===== src/rtl/mic_window_scheduler.sv =====
// Microphone sampling scheduler: ADC conversion clock, 12-bit sample capture, windowed peak tracking
// and valid/ready publication of peak + 0..9 level. Optional build macro: MIC_PEAK_DECAY_EN.
module mic_window_scheduler #(
  parameter int SAMPLE_DIV     = 2500,
  parameter int WINDOW_SAMPLES = 4000
) (
  input  logic        CLOCK,
  input  logic        RESET,
  input  logic        en,
  input  logic [11:0] sample_in,
  output logic        cs,
  output logic        samp_tick,
  output logic        busy,
  output logic        out_valid,
  input  logic        out_ready,
  output logic [11:0] peak_out,
  output logic [3:0]  level_out,
  output logic        overrun,
  output logic [1:0]  state_dbg
);

  // Output handshake: a result is transferred in any cycle where out_valid & out_ready are both
  // high; out_valid then drops the next cycle unless a new result is published in that same cycle.

  localparam int TW = (SAMPLE_DIV > 1) ? $clog2(SAMPLE_DIV) : 1;
  localparam int SW = $clog2(WINDOW_SAMPLES + 1);

  typedef enum logic [1:0] {
    S_IDLE    = 2'd0,
    S_ARM     = 2'd1,
    S_ACCUM   = 2'd2,
    S_PUBLISH = 2'd3
  } state_t;

  state_t          state_q;
  state_t          state_d;
  logic [TW-1:0]   tick_q;
  logic [SW-1:0]   sample_cnt_q;
  logic [11:0]     peak_q;
  logic            tick_zero;
  logic            tick_last;
  logic            window_done;
  logic [11:0]     peak_max;
  logic [11:0]     peak_reseed;
  logic [14:0]     lvl_diff;
  logic [14:0]     lvl_prod;
  logic [14:0]     lvl_sum;
  logic [3:0]      level_calc;

  assign tick_zero   = (tick_q == '0);
  assign tick_last   = (tick_q == TW'(SAMPLE_DIV - 1));
  assign busy        = (state_q != S_IDLE);
  assign cs          = busy && (tick_q < TW'(SAMPLE_DIV / 2));
  assign samp_tick   = (state_q == S_ACCUM) && tick_zero;
  assign window_done = samp_tick && (sample_cnt_q == SW'(WINDOW_SAMPLES - 1));
  assign peak_max    = (sample_in > peak_q) ? sample_in : peak_q;
  assign state_dbg   = state_q;

  // Level 1..9 spreads the upper half of the ADC range over 9 steps; midscale and below is silence.
  always_comb begin
    lvl_diff   = {3'b000, peak_q - 12'd2049};
    lvl_prod   = lvl_diff * 15'd9;
    lvl_sum    = 15'd1 + (lvl_prod >> 11);
    level_calc = (peak_q > 12'd2048) ? lvl_sum[3:0] : 4'd0;
  end

`ifdef MIC_PEAK_DECAY_EN
  // Halve the excursion above midscale so the displayed level falls off gradually.
  assign peak_reseed = (peak_q > 12'd2048) ? (peak_q - ((peak_q - 12'd2048) >> 1)) : 12'd0;
`else
  assign peak_reseed = 12'd0;
`endif

  always_comb begin
    state_d = state_q;
    case (state_q)
      S_IDLE:    if (en) state_d = S_ARM;
      S_ARM:     if (tick_zero) state_d = S_ACCUM;
      S_ACCUM:   if (window_done) state_d = S_PUBLISH;
      S_PUBLISH: state_d = S_ACCUM;
      default:   state_d = S_IDLE;
    endcase
    if (!en) state_d = S_IDLE;
  end

  always_ff @(posedge CLOCK or posedge RESET) begin
    if (RESET) state_q <= S_IDLE;
    else       state_q <= state_d;
  end

  // The tick counter free-runs through ARM, ACCUM and PUBLISH so sample spacing never slips.
  always_ff @(posedge CLOCK or posedge RESET) begin
    if (RESET) begin
      tick_q <= '0;
    end else if (state_q == S_IDLE || !en) begin
      tick_q <= '0;
    end else if (tick_last) begin
      tick_q <= '0;
    end else begin
      tick_q <= tick_q + TW'(1);
    end
  end

  always_ff @(posedge CLOCK or posedge RESET) begin
    if (RESET) begin
      peak_q       <= '0;
      sample_cnt_q <= '0;
    end else if (state_q == S_IDLE || !en) begin
      peak_q       <= '0;
      sample_cnt_q <= '0;
    end else if (state_q == S_PUBLISH) begin
      peak_q       <= peak_reseed;
      sample_cnt_q <= '0;
    end else if (samp_tick) begin
      peak_q       <= peak_max;
      sample_cnt_q <= sample_cnt_q + SW'(1);
    end
  end

  // Result registers are independent of en so a pending result can still be accepted while idle.
  always_ff @(posedge CLOCK or posedge RESET) begin
    if (RESET) begin
      out_valid <= 1'b0;
      peak_out  <= '0;
      level_out <= '0;
      overrun   <= 1'b0;
    end else if (state_q == S_PUBLISH) begin
      out_valid <= 1'b1;
      peak_out  <= peak_q;
      level_out <= level_calc;
      if (out_valid && !out_ready) overrun <= 1'b1;
    end else if (out_valid && out_ready) begin
      out_valid <= 1'b0;
    end
  end

endmodule


===== config.mk =====
export PLATFORM = sky130hd
export DESIGN_NAME = mic_window_scheduler
export DESIGN_NICKNAME = d
export VERILOG_FILES = /design/src/rtl/mic_window_scheduler.sv
export SDC_FILE = /design/constraint.sdc
export NUM_CORES = 1
export LEC_CHECK = 0
export CORE_ASPECT_RATIO = 0.7
export CORE_UTILIZATION = 40
export CTS_CLUSTER_SIZE = 40
export DETAILED_ROUTE_END_ITERATION = 10
export SETUP_SLACK_MARGIN = 0.15
export SYNTH_ARGS = -nofsm -noshare
export SYNTH_HDL_FRONTEND = slang
export SYNTH_SLANG_ARGS = --single-unit

===== constraint.sdc =====
create_clock -name CLOCK -period 8.49 [get_ports CLOCK]
set_input_delay 0.849 -clock CLOCK [delete_from_list [all_inputs] [get_ports CLOCK]]
set_output_delay 0.849 -clock CLOCK [all_outputs]
set_load 0.005 [all_outputs]

---- Word level (Yosys, flattened, before mapping) ----
Index checks and enable logic that the tools add are counted.
storage, ports and cells
  flip-flop bits (word level) ............. 56
  input port bits ......................... 16
  output and inout bits ................... 23
  word-level logic and storage cells ...... 56
cells by class
  add/sub/neg operators ................... 4
  multipliers ............................. 1
  magnitude comparators ................... 3
  eq/ne operators ......................... 7
  mux-type cells .......................... 16
  reduce and logical (&&, ||, !) cells .... 17
operators by type and width
  operator                count
  $mux 12                 9
  $add 12x1->12 const B   2
  $eq 12x12->1 const B    2
  $mul 12x4->15 const B   1
  $gt 12x12->1            1
  $gt 12x12->1 const B    1
  $logic_not 12->1        1
  $lt 12x11->1 const B    1
  $sub 12x12->12 const B  1
  $pmux 2 s4              1
  $mux 2                  3
  $ne 3x3->1 const B      2
  $reduce_and 2->1        3
  $reduce_bool 3->1       2
  $logic_and 1x1->1       5
  $add 1x4->4 const A     1
  $eq 2x2->1 const B      2
  $mux 4                  1
  $reduce_bool 2->1       2
  $eq 2x1->1 const B      1
  $logic_not 1->1         2
  $logic_not 2->1         1
  $mux 1                  2
  $logic_or 1x1->1        1

---- Longest topological paths before layout ----
  word-level depth ........................ 6
  depth in mapped cells ................... 17
  mapped depth without buffers ............ 16

---- Worst setup path before layout ----
No wires, ideal clock.
  kind .................................... register to register
  start point ............................. register peak_q[1]
  end point ............................... register level_out[2]
  library setup time ...................... 126 ps
  data arrival time ....................... 3,431 ps
  data required time ...................... 8,364 ps
  slack ................................... 4,933 ps
  stages on the path, launching flop included .. 16
  buffers on the path ..................... 0
  period minus slack after synthesis ...... 3,557 ps
  cells stage by stage .................... dfrtp_1 -> inv_1 -> ha_1 -> nor3b_1 -> nand4_1 -> xnor2_1 -> xor2_1 -> ha_1 -> a211o_1 -> o31a_1 -> a21oi_1 -> xnor2_1 -> ha_1 -> xnor2_1 -> xnor2_1 -> o21ai_0
on the way
  word-level cells in the longest chain between the ends .. 4
  elaborated cells on any way between the ends .. 5
  classes of those cells .................. add/sub (2); mul (1); order compare (1); mux (1)
RTL lines
  element                 RTL line  RTL
  start, declared         39        logic [11:0] peak_q;
  start signal, assigned  112       peak_q <= peak_reseed;
  start signal, assigned  115       peak_q <= peak_max;
  $sub 12x12->12          61        lvl_diff = {3'b000, peak_q - 12'd2049};
  $mul 12x4->15           62        lvl_prod = lvl_diff * 15'd9;
  $add 1x4->4             63        lvl_sum = 15'd1 + (lvl_prod >> 11);
  $mux 4 (*)              64        level_calc = (peak_q > 12'd2048) ? lvl_sum[3:0] : 4'd0;
  end signal, assigned    130       level_out <= level_calc;
  end, declared           17        output logic [3:0] level_out,
Mark *: on every way between the ends. The rest lies on a longest branch, timed or not.
A chain may end at the register's enable or synchronous reset.

---- Worst setup path in the final report ----
Ends and elaborated chain as after synthesis.

==> results.md <==
* Outcome: finished with violations
* Failing checks: DRC
* Via/cell ratio at 5.14
* Tmin final at about 4.3 ns
* Total grt overflow at 0
* Reg area at 1400 um^2
* Hold Crit Class: reg -> reg
* Clock slew at reported path FFs at 0.07 ns
* Setup Buffers After CTS at 0
* First-pass GRT wire length at 12200 um
* Synth warnings at 0
* Slew @ Worst Pin at 1.15 ns
* Crit path DAT at 4.44 ns
* Post-synthesis simple-gate area fraction at 0.198
* Mean Syn Cell Area at 9.49 um^2
* Post-route cell area at 3990 um^2
* Initial DRC Count at 138
* P_leak at 0.00175 uW
* Area delta synth->final at 19.8%
* Fillcell total at slightly below 800
* Fraction of synthesized cell area in xor and xnor cells at 0.107
* Pwr Total at 816 uW
* Post-Synth Adder-Cell Area at 0.116
* Setup Total Neg Slack at 0 ns
* Fin nets at 435
* Synthesized area at 3330 um^2
* Root Buffer: clkbuf_16
* CP Capture Type: flop
* Largest net degree at the start of global routing at 57
* Detailed-router iteration count before antenna repair at 9
* Die Ht at 78.4 um
* Initial antenna violation count at 0
* Clock buffer depth at 2
* Post-route DRC at 8
* Antenna-violating nets left at 0
* # rows at 27
* GPL Wtd Cong at 0.843
* TritonCTS Buffers at 5
* H-tree lvl count at 2
* CTS Hold Bufs at 0
* Hold Fails Final Rpt at 0
* Core ar. at ~8000 um^2
* Layout cells sized above 1 at 0.0437
* Final setup vio count at 0
* Seq/Total Area, Yosys at 0.421
* RSZ-0062 raised after global routing: no
* Final HPWL DP at 5480 um
* Clock latency on the worst-skew pair at slightly below 0.3 ns
* Final Max Tran Viols at 0
* Synth unique cells at 43
* Fin crit share at 0.503
* Register bit count reported by yosys at 56
* Synth Area in Compound Gates at 0.117
* Total track usage at 0.178
* Worst Path Required at 8.66 ns
* Pwr Density at 205 nW/um^2
* I/O pins at 39
* Crit-path max FO at 6
* Mapped Cells at 351
* Multiplexer share of the synthesized area at 0
* Max IR drop VDD at ~0.084 mV
* Max Clk Rate at 234 MHz
* IO Port Bufs at 38
* Fin Clk Skew at 0.00701 ns
* Commonest non-fill, non-tap cell in the layout: dfrtp_1
* Number of synthesized flops with an enable pin at 0
* MaxCap Viol Count at 0
* Die W at 111 um
* Largest family of logic cells by synthesized area: simple AND/OR/NAND/NOR gates
* Multi-input logic area at 1790 um^2
* CTS tree: built
* Num Clock Sinks at 56
* Cell Area, Placed at between 3000 and 4000 um^2
* Via count at ~2.5k
* Mapped Nets at 398
* Main flop type after synthesis: dfrtp_1
* Post-cts resize count at 0
* Routed wire length at 7190 um
* Vias in the first global route at 2426
* Die ar. at 8700 um^2
* Number of diodes at 0
* Rel. slew slack at 0.230
* Type of origin of the critical path: flop
* Wire per inst at 14.7 um
* Async set or reset register ratio after synthesis at 1.00
* Setup CP Type: reg -> reg
* Most frequent cells in the layout: dfrtp_1 (56), nand2_1 (39), clkdlybuf4s50_1 (38), nor2_1 (35), ha_1 (31)
* Initial core utilization at 0.418
## cell type report
cell class                      count  area share
Timing Repair Buffer               39      0.0972
Inverter                           28      0.0263
Clock buffer                        6      0.0348
Multi-Input combinational cell    258       0.449
Sequential cell                    56       0.351
Tap cell                          101      0.0317
Clock inverter                      2     0.00972
## metrics by stage
step	setup WS [ns]	cells	util	hold slack, ns
global route	3.67	490	0.500	0.501
detailed placement	4.26	482	0.478	0.462
floorplan	4.93	351	-	0.468
CTS	4.26	490	0.500	0.483
finish	4.22	490	0.500	0.475
global placement	4.53	482	0.478	0.459
## kinds of logic (layout without fill, tap and decap cells)
kind of cell | count (synthesis) | count (layout)
AND/OR/NAND/NOR | 129 | 129
XOR/XNOR | 39 | 39
flip-flops | 56 | 56
buffers and inverters | 37 | 75
AO/OA/AOI/OAI | 59 | 59
adder cells (fa/ha/maj) | 31 | 31
## report_power, final
part / leakage (uW) / total, uW / switching, uW / internal (uW)
Sequential: 0.000778 / 286 / 10.4 / 275
Clock: 0.0000871 / 245 / 97.1 / 148
Combinational: 0.000889 / 285 / 146 / 139
Total: 0.00175 / 816 / 254 / 562
## routing by layer
metal / GRT usage / share of wire / up-vias
li1: - / - / 1298
met1: 0.289 / 0.58 / 1163
met2: 0.236 / 0.37 / 50
met3: 0.0402 / 0.047 / 6
met4: 0.0284 / 0.0053 / 0
met5: 0 / 0 / -
## critical path, cell delays in order (launching register included)
cell,delay [ns]
dfrtp_1,0.42
inv_1,0.20
ha_1,0.22
nor3b_1,0.48
nand2_1,0.14
xnor2_1,0.38
xor2_1,0.13
ha_1,0.32
nand4_1,0.08
a2111oi_0,0.69
o31a_1,0.28
a21oi_1,0.10
xnor2_1,0.13
ha_1,0.21
xnor2_1,0.18
xnor2_1,0.13
o21ai_0,0.08
## cell usage after synthesis, types with 6 or more instances
| cell | count | area (um^2) |
|---|---|---|
| a22o_1 | 12 | 105 |
| nor4_1 | 6 | 37.5 |
| nand4_1 | 10 | 62.6 |
| clkbuf_1 | 8 | 30.0 |
| nand2_1 | 39 | 146 |
| xor2_1 | 17 | 149 |
| nand3_1 | 13 | 65.1 |
| inv_1 | 28 | 105 |
| xnor2_1 | 21 | 184 |
| o21ai_0 | 21 | 105 |
| a21oi_1 | 10 | 50.1 |
| ha_1 | 31 | 388 |
| dfrtp_1 | 56 | 1400 |
| nor2_1 | 35 | 131 |
## sequential cells by signal (all words and copies together) (netlist names)
| register | count |
|---|---|
| peak_out | 12 |
| peak_q | 12 |
| sample_cnt_q | 12 |
| tick_q | 12 |
| level_out | 4 |
| state_dbg | 2 |
| out_valid | 1 |
| overrun | 1 |
## path summary, 6_finish.rpt
path | depth (start not counted) | to | startpoint | slack (ns)
max | 16 | level_out[2]$_DFFE_PP0P_ | peak_q[1]$_DFFE_PP0P_ | 4.22
min in group asynchronous | 3 | tick_q[8]$_DFF_PP0_ | RESET | 1.07
min | 1 | overrun$_DFFE_PP0P_ | overrun$_DFFE_PP0P_ | 0.48
max reg2reg | 16 | level_out[2]$_DFFE_PP0P_ | peak_q[1]$_DFFE_PP0P_ | 4.22
min reg2reg | 1 | overrun$_DFFE_PP0P_ | overrun$_DFFE_PP0P_ | 0.48
max in group asynchronous | 3 | peak_q[3]$_DFFE_PP0P_ | RESET | 6.94
(Power assumes the default switching activity.)
